[config.mk]
export PLATFORM = sky130hd
export DESIGN_NAME = grng_pair_buffer
export DESIGN_NICKNAME = d
export VERILOG_FILES = /design/src/rtl/grng_pkg.sv /design/src/rtl/grng_fifo.sv /design/src/rtl/grng_pair_buffer.sv
export SDC_FILE = /design/constraint.sdc
export NUM_CORES = 1
export LEC_CHECK = 0
export CAP_MARGIN = 20
export CELL_PAD_IN_SITES_DETAIL_PLACEMENT = 0
export CELL_PAD_IN_SITES_GLOBAL_PLACEMENT = 1
export CORE_MARGIN = 2
export CORE_UTILIZATION = 55
export DETAILED_ROUTE_END_ITERATION = 7
export GPL_TIMING_DRIVEN = 0
export HOLD_SLACK_MARGIN = 0.15
export PLACE_DENSITY_LB_ADDON = 0.1
export SKIP_CTS_REPAIR_TIMING = 1
export SYNTH_ARGS = -nofsm -noshare
export SYNTH_HDL_FRONTEND = slang
export SYNTH_SLANG_ARGS = --single-unit
[constraint.sdc]
create_clock -name clk -period 19.7 [get_ports clk]
set_clock_uncertainty 0.15 [all_clocks]
set_input_delay 4.925 -clock clk [delete_from_list [all_inputs] [get_ports clk]]
set_output_delay 4.925 -clock clk [all_outputs]
set_load 0.005 [all_outputs]
[src/rtl/grng_pkg.sv]
// Shared types and constants for the Gaussian pair buffer.
//   DW     : width of one Gaussian sample
//   SEED_W : width of each generator seed
//   CNT_W  : width of the dropped-pair counter
//   state_t: sequencing FSM states
package grng_pkg;

   localparam int DW     = 32;
   localparam int SEED_W = 23;
   localparam int CNT_W  = 16;

   typedef enum logic [2:0] {
      IDLE = 3'd0,
      GRST = 3'd1,
      SEED = 3'd2,
      WARM = 3'd3,
      RUN  = 3'd4
   } state_t;

   function automatic int max_int(input int a, input int b);
      return (a > b) ? a : b;
   endfunction

endpackage

[src/rtl/grng_fifo.sv]
// Synchronous first-word-fall-through FIFO.
// Ports:
//   clk, rst_n : clock, async active-low reset
//   flush      : empties the FIFO on the next edge (wins over push/pop)
//   push, din  : write request and data; a push while full is only taken
//                when a pop happens in the same cycle
//   pop        : read request; ignored while empty
//   dout       : head entry, forced to zero while empty
//   full, empty: occupancy flags
module grng_fifo #(
   parameter int W     = 64,
   parameter int DEPTH = 16
) (
   input  logic         clk,
   input  logic         rst_n,
   input  logic         flush,
   input  logic         push,
   input  logic [W-1:0] din,
   input  logic         pop,
   output logic [W-1:0] dout,
   output logic         full,
   output logic         empty
);

   localparam int AW = $clog2(DEPTH);

   logic [W-1:0] mem [DEPTH];
   logic [AW:0]  wr_ptr;
   logic [AW:0]  rd_ptr;
   logic         wr_en;
   logic         rd_en;

   // The extra pointer bit separates full from empty when the low bits match.
   assign empty = (wr_ptr == rd_ptr);
   assign full  = (wr_ptr[AW] != rd_ptr[AW]) && (wr_ptr[AW-1:0] == rd_ptr[AW-1:0]);
   assign rd_en = pop && !empty;
   assign wr_en = push && !flush && (!full || rd_en);
   assign dout  = empty ? '0 : mem[rd_ptr[AW-1:0]];

   always_ff @(posedge clk or negedge rst_n) begin
      if (!rst_n) begin
         wr_ptr <= '0;
         rd_ptr <= '0;
      end else if (flush) begin
         wr_ptr <= '0;
         rd_ptr <= '0;
      end else begin
         if (wr_en) wr_ptr <= wr_ptr + 1'b1;
         if (rd_en) rd_ptr <= rd_ptr + 1'b1;
      end
   end

   always_ff @(posedge clk) begin
      if (wr_en) mem[wr_ptr[AW-1:0]] <= din;
   end

endmodule

[src/rtl/grng_pair_buffer.sv]
// Consumer-side front end for the Gaussian generator: sequences the
// generator reset and seed-load strobe, discards warm-up samples, then
// captures every (G1,G2) pair into a FIFO drained over valid/ready.
// Pairs arriving on a full FIFO are dropped and counted.
// Ports:
//   clk, rst_n           : clock, async active-low reset
//   start, stop          : 1-cycle control pulses
//   seed1_in, seed2_in   : seeds, latched on an accepted start
//   gen_rst, gen_en      : generator reset / seed-load strobe
//   gen_seed1, gen_seed2 : seeds to the generator, zero outside SEED
//   gen_g1, gen_g2       : generator samples
//   out_valid/out_ready  : output handshake, out_g1/out_g2 head pair
//   busy                 : sequencer not idle
//   drop_cnt             : saturating count of dropped pairs
//
// state | meaning
// IDLE  | no capture; FIFO still drainable
// GRST  | gen_rst held high for RST_CYC cycles
// SEED  | gen_en high one cycle with latched seeds
// WARM  | WARMUP cycles of samples discarded
// RUN   | one pair pushed every cycle
module grng_pair_buffer #(
   parameter int DW      = grng_pkg::DW,
   parameter int DEPTH   = 16,
   parameter int RST_CYC = 3,
   parameter int WARMUP  = 4
) (
   input  logic                        clk,
   input  logic                        rst_n,
   input  logic                        start,
   input  logic                        stop,
   input  logic [grng_pkg::SEED_W-1:0] seed1_in,
   input  logic [grng_pkg::SEED_W-1:0] seed2_in,
   output logic                        gen_rst,
   output logic                        gen_en,
   output logic [grng_pkg::SEED_W-1:0] gen_seed1,
   output logic [grng_pkg::SEED_W-1:0] gen_seed2,
   input  logic [DW-1:0]               gen_g1,
   input  logic [DW-1:0]               gen_g2,
   output logic                        out_valid,
   input  logic                        out_ready,
   output logic [DW-1:0]               out_g1,
   output logic [DW-1:0]               out_g2,
   output logic                        busy,
   output logic [grng_pkg::CNT_W-1:0]  drop_cnt
);
   import grng_pkg::*;

   localparam int PH_MAX = max_int(RST_CYC, WARMUP);
   localparam int PW     = $clog2(PH_MAX + 1);

   state_t            state;
   state_t            state_nx;
   logic [PW-1:0]     phase;
   logic [PW-1:0]     phase_nx;
   logic [SEED_W-1:0] seed1_q;
   logic [SEED_W-1:0] seed2_q;
   logic              start_idle;
   logic              push;
   logic              pop;
   logic              full;
   logic              empty;
   logic              drop;
   logic [2*DW-1:0]   fifo_dout;

   assign start_idle = (state == IDLE) && start;

   always_ff @(posedge clk or negedge rst_n) begin
      if (!rst_n) begin
         state <= IDLE;
         phase <= '0;
      end else begin
         state <= state_nx;
         phase <= phase_nx;
      end
   end

   // phase is a down-counter; each timed state ends on terminal count zero.
   always_comb begin
      state_nx = state;
      phase_nx = phase;
      case (state)
         IDLE: if (start) begin
            state_nx = GRST;
            phase_nx = PW'(RST_CYC - 1);
         end
         GRST: if (phase == '0) state_nx = SEED;
               else             phase_nx = phase - PW'(1);
         SEED: begin
            state_nx = WARM;
            phase_nx = PW'(WARMUP - 1);
         end
         WARM: if (phase == '0) state_nx = RUN;
               else             phase_nx = phase - PW'(1);
         RUN:  state_nx = RUN;
         default: state_nx = IDLE;
      endcase
      if ((state != IDLE) && stop) state_nx = IDLE;
   end

   // A stop in RUN also suppresses that cycle's capture.
   always_comb begin
      gen_rst   = 1'b0;
      gen_en    = 1'b0;
      gen_seed1 = '0;
      gen_seed2 = '0;
      push      = 1'b0;
      busy      = (state != IDLE);
      case (state)
         GRST: gen_rst = 1'b1;
         SEED: begin
            gen_en    = 1'b1;
            gen_seed1 = seed1_q;
            gen_seed2 = seed2_q;
         end
         RUN:  push = !stop;
         default: ;
      endcase
   end

   always_ff @(posedge clk or negedge rst_n) begin
      if (!rst_n) begin
         seed1_q <= '0;
         seed2_q <= '0;
      end else if (start_idle) begin
         seed1_q <= seed1_in;
         seed2_q <= seed2_in;
      end
   end

   assign pop  = out_valid && out_ready;
   assign drop = push && full && !pop;

   always_ff @(posedge clk or negedge rst_n) begin
      if (!rst_n) begin
         drop_cnt <= '0;
      end else if (start_idle) begin
         drop_cnt <= '0;
      end else if (drop && (drop_cnt != {CNT_W{1'b1}})) begin
         drop_cnt <= drop_cnt + 1'b1;
      end
   end

   grng_fifo #(
      .W     (2 * DW),
      .DEPTH (DEPTH)
   ) u_fifo (
      .clk   (clk),
      .rst_n (rst_n),
      .flush (start_idle),
      .push  (push),
      .din   ({gen_g2, gen_g1}),
      .pop   (pop),
      .dout  (fifo_dout),
      .full  (full),
      .empty (empty)
   );

   assign out_valid = !empty;
   assign out_g1    = fifo_dout[DW-1:0];
   assign out_g2    = fifo_dout[2*DW-1:DW];

endmodule

==> run summary <==
Slowest-stage cell, CP: clkbuf_1
Final WL: 100,000 µm
Yosys warnings: 0
Final ANT Viol Nets: 0
Net Sw Frac: 27.53%
Area leader, netlist: edfxtp_1
Crit path top cell by count: clkbuf_1
H-tree depth: 3
Die Y: 281.1 µm
Mean Syn Cell Area: 20.64 µm²
Psw: 1.687 mW
Post-synth EDFFs: 1,024
Hold Crit Class: reg2reg
Crit-path max FO: 10
Rows: 101
Sum Neg Setup Slack: 0 ns
Sequential cell area fraction in the yosys report: 77.46%
RSZ-0062 raised after global routing: no
Hold Violations, Final: 0
Initial Util: 55.59%
Vias/cell: 6.106
Max incr delay on CP: 0.83 ns
Most instantiated cells after synthesis: 1,024 x edfxtp_1, 256 x mux4_2, 162 x nand2_1
Int Pwr: 4.441 mW
Worst-skew pair later-pin latency: 0.66 ns
Post-route cell area: 50,490 µm²
Kind of critical path: reg2out
P_leak: 16.28 nW
Fin util: 66.48%
Status: complete, no violations
Logic pwr share: 25.2%
Ys async rst share: 7.078%
Max clock buf depth: 3
Initial DRC Count: 2,409
Mapped Nets: 2,168
Hpwl dp: 63,850 µm
Peak supply drop: 0.00009093 V
Cell Area, Synth: 42,220 µm²
Placer Congestion: 0.7716
First-pass GRT wire length: 147,200 µm
CTS root buf: clkbuf_16
Total GRT Usage: 25.88%
Multi-input logic area: 9086 µm²
Top FF cell, synth: edfxtp_1
Worst-path clk slew: 0.06 ns
Fmax achieved: 104.2 MHz
Core area: 75,950 µm²
Register area: 32,700 µm²
Clk pwr share: 31.9%
Num ports: 245
Distinct cells, synth: 49
Crit path required time: 14.63 ns
Die width: 281.1 µm
Largest net degree at the start of global routing: 50
Tightest Pin Transition: 1.151 ns
Syn-to-layout area delta: 19.60%
Tcrit/Tclk final: 48.73%
Mapped Cells: 2,045
DRC: 0
Top-count cell post-synth: edfxtp_1
Total Nets Final: 2,591
Filler cells: 4,987
Power Total: 6.129 mW
Grt total ovfl: 0
Yosys top cell area share: 72.84%
Initial antenna violation count: 6
TritonCTS clock tree: yes
Number of global-route vias before repair: 22,360
Pre-antenna DRT Iters: 5
Yosys reg bits: 1,102
Slew HR: 23.25%
Final setup fails: 0
Die Area: 78,990 µm²
Post-DR wirelength/cell: 27.88 µm
Dpl cell area: 47,130 µm²
Max_cap viols: 0
CTS Buf Count: 109
Final Critical Period: 9.599 ns
Pwr/cell area: 121.4 nW/µm²
Clock sink count: 1,102
Worst setup EP type: primary output
Part of the power in registers: 43.0%
Final max-slew violation count: 0
Vias: 21,900
Worst path cell trace: clkbuf_1 -> clkbuf_1 -> buf_2 -> mux4_2 -> a22oi_1 -> a21oi_1 -> clkdlybuf4s50_1
Share of layout cells above drive strength 1: 20.77%
CP startpoint kind: flip-flop
Buffers on Ports: 244
Worst Path Arrival: 4.52 ns
Synth top area cells: edfxtp_1 73%, mux4_2 14%, dfrtp_1 4.6%
-- layer usage --
metal | share of wire (%) | routed length, µm | vias to the layer above | global-route usage [%]
li1 | - | - | 9262 | -
met1 | 40 | 40430 | 11650 | 36.85
met2 | 50 | 50070 | 853 | 42.22
met3 | 7.5 | 7523 | 125 | 4.547
met4 | 1.9 | 1928 | 10 | 6.541
met5 | 0.062 | 62 | - | 0
-- through the flow --
step / cells / hold slack (ns) / setup WS, ns
6_report: 3587 / 0.3169 / 10.10
3_3_place_gp: 3319 / 0.3025 / 2.872
4_1_cts: 3585 / 0.3228 / 10.11
3_5_place_dp: 3386 / 0.3069 / 10.82
5_1_grt: 3587 / 0.3488 / 10.02
2_1_floorplan: 2045 / 0.2874 / 8.690
-- logic make-up after synthesis --
group	after synthesis	synth area share [%]
compound gates	235	3.717
xor+xnor	14	0.2905
fa+ha+maj	8	0.2371
buf+inv	130	1.277
flops	1102	77.46
mux	259	13.73
simple gates	297	3.290
-- flip-flops by register name, summed over array words and instances, names as in the netlist --
signal / cells
drop_cnt: 16
phase: 3
seed1_q: 23
seed2_q: 23
state: 3
u_fifo.mem: 1024
u_fifo.rd_ptr: 5
u_fifo.wr_ptr: 5
-- worst paths after layout --
| check | from | endpoint | slack, ns | depth (start not counted) |
|---|---|---|---|---|
| min in group asynchronous | rst_n | seed1_q[5]$_DFFE_PN0P_ | 4.05 | 1 |
| hold / removal | seed1_q[11]$_DFFE_PN0P_ | seed1_q[11]$_DFFE_PN0P_ | 0.32 | 2 |
| max in group asynchronous | rst_n | seed2_q[5]$_DFFE_PN0P_ | 14.74 | 2 |
| setup / recovery | u_fifo.rd_ptr[0]$_DFFE_PN0P_ | out_g1[0] | 10.10 | 7 |
| hold reg to reg | seed1_q[11]$_DFFE_PN0P_ | seed1_q[11]$_DFFE_PN0P_ | 0.32 | 2 |
| setup reg to reg | u_fifo.rd_ptr[0]$_DFFE_PN0P_ | u_fifo.mem[13][46]$_DFFE_PP_ | 15.61 | 10 |
-- placed cells by master, fill, tap and decap left out, types with 26 or more instances in the layout --
cell and count:
mux4_2 256, and2_1 49, buf_12 29, clkinv_1 29, clkbuf_16 113, buf_2 33, dfrtp_1 78, edfxtp_1 1024
clkbuf_1 97, clkinv_2 26, nand2_1 162, buf_6 30, a22oi_1 129, a21oi_1 74, clkdlybuf4s50_1 243
-- power by group through the flow --
stage	clock network, mW	registers (mW)	logic (mW)
2_1_floorplan	0	2.67	0.904
3_3_place_gp	0	2.68	1.54
3_5_place_dp	0	2.68	1.56
4_1_cts	1.98	2.63	1.57
5_1_grt	2.08	2.64	1.66
6_report	1.95	2.63	1.54
-- final cells by class --
cell class                      instances  area share, %
Buffer                                120         0.9937
Antenna cell                            1       0.004956
Inverter                               10        0.07434
Clock inverter                         65         0.8772
Timing Repair Buffer                  312          6.981
Sequential cell                      1102          64.77
Clock buffer                          134          5.756
Multi-Input combinational cell        813          18.00
Tap cell                             1030          2.552
-- worst max-delay path: cells and delay by family (launching register included) --
kind            cells  cell delay [ns]
flops               1             0.36
mux                 1             0.32
compound gates      2             0.62
buf+inv             4             2.57
Note: power is estimated with default switching activity, not from simulation.
